`src/rtl/decode_stage.sv`:
```
// decode_stage: instruction decode, 32x32 register file, load-use hazard detect.
// Latency: all outputs combinational (zero cycles into ID/EX); register writes land at the rising edge.
// Backpressure: raises stall for one cycle on a load-use hazard and emits a bubble; write-back is never blocked.
//
// Ports:
//   clock, reset              pipeline clock; synchronous active-low reset
//   instr, instr_valid        instruction from IF/ID and its valid flag
//   wb_en, wb_addr, wb_data   register-file write-back port
//   ex_mem_read, ex_rd        load flag and destination of the instruction in EX
//   controller_IF, rd         control word and destination index to ID/EX
//   data_out1, data_out2      rs / rt register values
//   opcode_if, func_if, shamt, immediate_if, address_if   raw instruction fields
//   stall, illegal            hazard hold request; unsupported opcode flag
// Optional feature macro: WB_BYPASS_EN (write-back data forwarded to same-cycle reads).
module decode_stage (
  input  logic        clock,
  input  logic        reset,
  input  logic [31:0] instr,
  input  logic        instr_valid,
  input  logic        wb_en,
  input  logic [4:0]  wb_addr,
  input  logic [31:0] wb_data,
  input  logic        ex_mem_read,
  input  logic [4:0]  ex_rd,
  output logic [7:0]  controller_IF,
  output logic [5:0]  opcode_if,
  output logic [5:0]  func_if,
  output logic [4:0]  shamt,
  output logic [4:0]  rd,
  output logic [31:0] data_out1,
  output logic [31:0] data_out2,
  output logic [15:0] immediate_if,
  output logic [25:0] address_if,
  output logic        stall,
  output logic        illegal
);

  localparam logic [5:0] OP_RTYPE = 6'h00;
  localparam logic [5:0] OP_J     = 6'h02;
  localparam logic [5:0] OP_JAL   = 6'h03;
  localparam logic [5:0] OP_BEQ   = 6'h04;
  localparam logic [5:0] OP_BNE   = 6'h05;
  localparam logic [5:0] OP_ADDI  = 6'h08;
  localparam logic [5:0] OP_ANDI  = 6'h0C;
  localparam logic [5:0] OP_ORI   = 6'h0D;
  localparam logic [5:0] OP_LUI   = 6'h0F;
  localparam logic [5:0] OP_LW    = 6'h23;
  localparam logic [5:0] OP_SW    = 6'h2B;

  logic [4:0] rs_idx;
  logic [4:0] rt_idx;

  assign opcode_if    = instr[31:26];
  assign func_if      = instr[5:0];
  assign shamt        = instr[10:6];
  assign immediate_if = instr[15:0];
  assign address_if   = instr[25:0];
  assign rs_idx       = instr[25:21];
  assign rt_idx       = instr[20:16];

  // Register file: entry 0 is hardwired to zero, so only 1..31 are stored.
  logic [31:0] regs_q [1:31];
  logic [31:0] regs_d [1:31];

  always_comb begin
    regs_d = regs_q;
    if (!reset) begin
      // Reset wins over a concurrent write-back.
      for (int i = 1; i < 32; i++) begin
        regs_d[i] = '0;
      end
    end else if (wb_en && (wb_addr != 5'd0)) begin
      regs_d[wb_addr] = wb_data;
    end
  end

  always_ff @(posedge clock) begin
    regs_q <= regs_d;
  end

  logic [31:0] stored1;
  logic [31:0] stored2;

  assign stored1 = (rs_idx == 5'd0) ? 32'd0 : regs_q[rs_idx];
  assign stored2 = (rt_idx == 5'd0) ? 32'd0 : regs_q[rt_idx];

`ifdef WB_BYPASS_EN
  // Forward only when the write will actually land this edge (not under reset).
  logic wb_live;
  assign wb_live   = reset && wb_en && (wb_addr != 5'd0);
  assign data_out1 = (wb_live && (wb_addr == rs_idx)) ? wb_data : stored1;
  assign data_out2 = (wb_live && (wb_addr == rt_idx)) ? wb_data : stored2;
`else
  assign data_out1 = stored1;
  assign data_out2 = stored2;
`endif

  // Opcode decode before bubble masking.
  logic [7:0] ctrl_raw;
  logic [4:0] rd_raw;
  logic       uses_rt;
  logic       legal;

  always_comb begin
    ctrl_raw = 8'h00;
    rd_raw   = 5'd0;
    uses_rt  = 1'b0;
    legal    = 1'b1;
    unique case (opcode_if)
      OP_RTYPE: begin
        ctrl_raw = 8'h80;
        rd_raw   = instr[15:11];
        uses_rt  = 1'b1;
      end
      OP_ADDI, OP_ANDI, OP_ORI, OP_LUI: begin
        ctrl_raw = 8'h88;
        rd_raw   = rt_idx;
      end
      OP_LW: begin
        ctrl_raw = 8'hD8;
        rd_raw   = rt_idx;
      end
      OP_SW: begin
        ctrl_raw = 8'h28;
        uses_rt  = 1'b1;
      end
      OP_BEQ, OP_BNE: begin
        ctrl_raw = 8'h04;
        uses_rt  = 1'b1;
      end
      OP_J: begin
        ctrl_raw = 8'h02;
      end
      OP_JAL: begin
        ctrl_raw = 8'h83;
        rd_raw   = 5'd31;
      end
      default: begin
        legal = 1'b0;
      end
    endcase
  end

  // Load-use hazard: the load in EX produces a register this instruction reads.
  // Gated by reset so the hold request drops immediately when reset asserts.
  assign stall = reset && instr_valid && ex_mem_read && (ex_rd != 5'd0) &&
                 ((ex_rd == rs_idx) || ((ex_rd == rt_idx) && uses_rt));

  logic bubble;
  assign bubble = !reset || !instr_valid || stall;

  assign controller_IF = bubble ? 8'h00 : ctrl_raw;
  assign rd            = bubble ? 5'd0  : rd_raw;
  assign illegal       = bubble ? 1'b0  : !legal;

endmodule

```
`config.mk`:
```
export PLATFORM = sky130hd
export DESIGN_NAME = decode_stage
export DESIGN_NICKNAME = d
export VERILOG_FILES = /design/src/rtl/decode_stage.sv
export SDC_FILE = /design/constraint.sdc
export NUM_CORES = 2
export LEC_CHECK = 0
export CELL_PAD_IN_SITES_DETAIL_PLACEMENT = 1
export CELL_PAD_IN_SITES_GLOBAL_PLACEMENT = 1
export CORE_AREA = 10 10 358 360
export DETAILED_ROUTE_END_ITERATION = 8
export DIE_AREA = 0 0 368 370
export GPL_TIMING_DRIVEN = 0
export PLACE_DENSITY_LB_ADDON = 0.08
export SYNTH_ARGS = -nofsm -noshare
export SYNTH_HDL_FRONTEND = slang
export SYNTH_SLANG_ARGS = --single-unit
```
`constraint.sdc`:
```
create_clock -name clock -period 8.52 [get_ports clock]
set_input_delay 2.556 -clock clock [delete_from_list [all_inputs] [get_ports clock]]
set_output_delay 2.556 -clock clock [all_outputs]
set_load 0.005 [all_outputs]
```
## Yosys cells after proc, flatten, opt, wreduce, memory -nomap -nowiden

Index checks and enable logic that the tools add are counted.

- Flip-flop bits (word level): 992
- Bits in latches: 0
- Memory bits (writable): 0
- Bits in read-only memories: 0
- Bits of input ports: 79
- Output and inout bits: 138
- Logic and storage cells: 91
- Memories kept: 0

- $add $sub $neg: 0
- $mul: 0
- Divide/modulo/power cells: 0
- $lt $le $gt $ge: 4
- Equality and inequality tests: 12
- Shifts and indexed selects: 0
- Multiplexer cells: 18
- Bitwise logic cells: 3
- Reductions and logical operators: 23

Operators with widths:

| operator | count |
|---|---|
| 992-bit bitwise mux | 1 |
| 32-bit binary-select mux with 5-bit select | 2 |
| 32-bit two-way mux | 7 |
| 32-bit demux with 5-bit select | 1 |
| 8-bit case mux with 7 select lines | 1 |
| 6-bit by 4-bit == test with 1-bit output (second input constant) | 4 |
| 6-bit greater-or-equal comparator (second input constant) | 3 |
| 5-bit NOT with 6-bit output | 3 |
| 5-bit case mux with 3 select lines | 1 |
| 6-bit by 2-bit == test with 1-bit output (second input constant) | 2 |
| 6-bit by 3-bit == test with 1-bit output (second input constant) | 2 |
| 6-bit == test (second input constant) | 2 |
| 11-bit OR reduction | 1 |
| 5-bit == test | 2 |
| 5-bit logical NOT | 2 |
| 5-bit nonzero test | 2 |
| 8-bit two-way mux | 1 |
| 4-bit OR reduction | 2 |
| 1-bit logical AND | 7 |
| 6-bit logical NOT | 1 |
| 6-bit by 1-bit less-than comparator with 1-bit output (second input constant) | 1 |
| 5-bit two-way mux | 1 |
| 5-bit OR reduction | 1 |
| 1-bit logical NOT | 3 |
| 3 further kinds | 7 |

## Depth between registers and ports, before layout

- Depth after elaboration: 8
- Gate-level depth with buffers: 10
- Mapped depth without buffers: 5

## Least setup slack after synthesis

Ideal clock, no wire load.

- Path kind: input -> output
- From: input port instr[16]
- To: output port data_out2[10]
- Data arrival time: 4.110 ns
- Data required time: 5.964 ns
- Setup slack: 1.854 ns
- Stages on the path: 5
- Path buffers: 3
- Cell sequence: buf_2 -> buf_4 -> buf_1 -> mux2_2 -> a221o_1

- Cells in the longest elaborated chain, start to end: 5
- Elaborated cells on any way between the ends: 6
- Classes of those cells: 4 x mux; 1 x bitwise; 1 x reduce/logical

RTL lines:

| element | line | RTL |
|---|---|---|
| from (decl) | 18 | `input logic [31:0] instr,` |
| 5-bit NOT with 6-bit output (implied by the code) | 85 | `assign stored2 = (rt_idx == 5'd0) ? 32'd0 : regs_q[rt_idx];` |
| 32-bit binary-select mux with 5-bit select | 85 |  |
| 32-bit two-way mux (implied by the code) (2 in series) | 85 |  |
| 32-bit two-way mux (*) | 85 |  |
| to (decl) | 31 | `output logic [31:0] data_out2,` |

Mark *: on every way between the ends. The rest lies on a longest branch, timed or not. The select of a mux whose other input is x is not followed.

## Final worst setup path

- From: input port instr[18]
- To: output port data_out2[13]

Same word-level chain as after synthesis.

==> reports/results.ini <==
[synth]
synth_area_leader_cell=dfxtp_1
synth_seq_cells=992
synth.yosys.seq_area_share=0.367
synth_cell_types=59
synth.area.top_cells=dfxtp_1 37%, nand2_1 14%, mux4_2 14%
netlist_area_mm2=0.0541
synth_area_per_cell_um2=8.90
yosysWarnings=0
ys.flop_type=dfxtp_1
synthArstFlopShare=0
synth_top_area_share=0.367
syn_nets=6159
syn_inst=6080
synth_edf_count=0

[global_route]
grt.total_usage=0.443
grt_pass1_vias=53045
grt_overflow=0
antenna_found_initial=43
grt_pass1_wl_mm=424
grt_max_degree=17

[worst_setup_path]
cp-start-kind=input pin
timing.rr.start=regs_q[704]$_SDFFE_PN0P_
slowest_stage=clkdlybuf4s50_1
cp_slowest_stage_delay_ps=530
cp_max_fo=10
cp-startpoint=instr[18]
crit_arrival_ps=6140
critPathMostFrequentCell=buf_2
path_cells=buf_2 > buf_2 > buf_2 > mux4_2 > mux2i_2 > nand2_1 > nand3b_1 > o221ai_1 > clkdlybuf4s50_1
endpoint_kind=primary output
reg2reg_slack_ps=7640
crit_type=in2out
crit_required_ps=5960

[drt]
drt-initial-drc-count=7427
route.detailed.drc=0
wl_per_cell_um=38.6
dr.pass1.iters=5
drt_wl_total_mm=314
ant_nets=0
via_per_inst=6.64
dr_total_vias=53966

[timing]
finalSetupViolations=28
fmax_mhz=115
fin_worst_skew_ps=0
hold_ws_ps=473
fin_crit_sh=1.02
setup_ws_ps=-181
worst-slew-pin-transition_ps=1440
finalMaxSlewViolations=0
rsz0062_at_grt=no
hold_viol_final=0
slew-limit-headroom=0.0427
layout_min_cycle_time_ps=8700

[clocking]
cts_tree=yes
hold_buffers=0
clockBufferDepth=3
clk_latency_ps=790
htreeDepth=3
numCtsBuffers=117
clk_pin_slew_ps=60
root_buffer=clkbuf_16
cts_sinks=992

[final_layout]
layout-drive-gt1-share=0.158
final_core_util=0.518
top_register=regs_q
largest_reg_flops=992
area_delta_synth_final_pct=16.0
reg.largest.list=regs_q: 992 flops
layout_commonest_cell=nand2_1
nNetsFinal=6472
layout_common_cells=2,079 x nand2_1, 992 x dfxtp_1, 910 x a21boi_0, 396 x clkbuf_1, 346 x mux4_2
final.fill_count=14011

[floorplanning]
fp.dieArea_mm2=0.136
core_area_mm2=0.121
pin_count=217
die_w_um=368
rows=128
initial_core_util=0.447
die_height_um=370

[min_path]
min_from=regs_q[881]$_SDFFE_PN0P_
hold_class=reg2reg

[placed_design]
gp_congestion=1.06
hpwl_mm=242
numPortBuffers=195
pre_cts_ws_ps=-1730

[pwr]
power_mw=11.4
ir_drop_uv=168
p_per_area_mw_per_mm2=182
p_leak_nw=20.9

[status]
outcome=complete, but fails checks
violations=negative setup slack

[run]
cap_viol_max_count=0

worst max-delay path, delay by kind of cell:
family                 cells  cell delay [ps]
muxes                      2              810
AOI/OAI and AO/OA          1              220
buffers and inverters      4             1980
and+or+nand+nor            2              540
stage by stage:
stage / TNS (ps) / std cells / area, um2
floorplan: 0 / 6080 / 54100
global placement: -55030 / 7900 / 58100
detailed placement: -46610 / 7900 / 58100
CTS: 0 / 8106 / 62600
global route: 0 / 8111 / 62700
finish: -1860 / 8124 / 62800
what timing repair did:
action                     CTS  global route
pin swaps                    1             1
buffers inserted             0             0
setup endpoints to repair   59            35
cloned                       0             0
gates resized for setup    162            45
synth_stat cells, types with 6 or more instances:
| master | count |
|---|---|
| o21ai_0 | 60 |
| nor3_1 | 25 |
| a21boi_1 | 82 |
| nor2_1 | 54 |
| mux2_2 | 132 |
| nor2b_1 | 38 |
| nand3_1 | 12 |
| a221o_1 | 21 |
| buf_4 | 91 |
| a21oi_1 | 38 |
| buf_1 | 17 |
| a211o_1 | 11 |
| clkbuf_1 | 406 |
| nand2b_1 | 6 |
| inv_1 | 22 |
| a22oi_1 | 51 |
| mux4_2 | 346 |
| o221ai_1 | 47 |
| nand3b_1 | 14 |
| dfxtp_1 | 992 |
| xnor2_1 | 6 |
| mux2i_1 | 270 |
| nor4_1 | 17 |
| a21boi_0 | 910 |
| a21o_1 | 12 |
| a211oi_1 | 15 |
| buf_2 | 143 |
| a221oi_1 | 31 |
| o22ai_1 | 71 |
| nand2_1 | 2081 |
final timing paths:
| path | endpoint | depth (start not counted) |
|---|---|---|
| setup / recovery | data_out2[13] | 9 |
| hold / removal | regs_q[881]$_SDFFE_PN0P_ | 2 |
| setup reg to reg | regs_q[704]$_SDFFE_PN0P_ | 2 |
| hold reg to reg | regs_q[881]$_SDFFE_PN0P_ | 2 |
final cells by class:
class                   count  area (um2)  area share
multi-input cells        4398       31500       0.503
flip-flops and latches    992       19900       0.316
clock buffers             171        3390      0.0540
plain buffers             666        3350      0.0534
well taps                1625        2030      0.0324
repair buffers            196        1980      0.0315
clock inverters            37         480     0.00766
inverters                  22        82.6     0.00132
diodes                     17        42.5    0.000678
logic make-up after synthesis:
family / count (synthesis) / share of synthesized area
AOI/OAI and AO/OA: 1360 / 0.186
xor gates and xnor gates: 10 / 0.00162
buffers and inverters: 690 / 0.0590
DFF: 992 / 0.367
muxes: 748 / 0.222
and+or+nand+nor: 2280 / 0.165
per-layer routing:
layer | track usage | up-vias | part of all wire
li1 | - | 21746 | -
met1 | 0.532 | 27249 | 0.37
met2 | 0.657 | 3791 | 0.42
met3 | 0.168 | 1144 | 0.13
met4 | 0.300 | 36 | 0.080
met5 | 0.00419 | - | 0.0010
power by group:
part           internal, mW  total [mW]  switching (mW)
Combinational         0.418        1.40           0.981
Sequential             4.67        4.71          0.0329
Clock                  3.02        5.29            2.28
No activity file was read; power rests on OpenSTA's default activity.
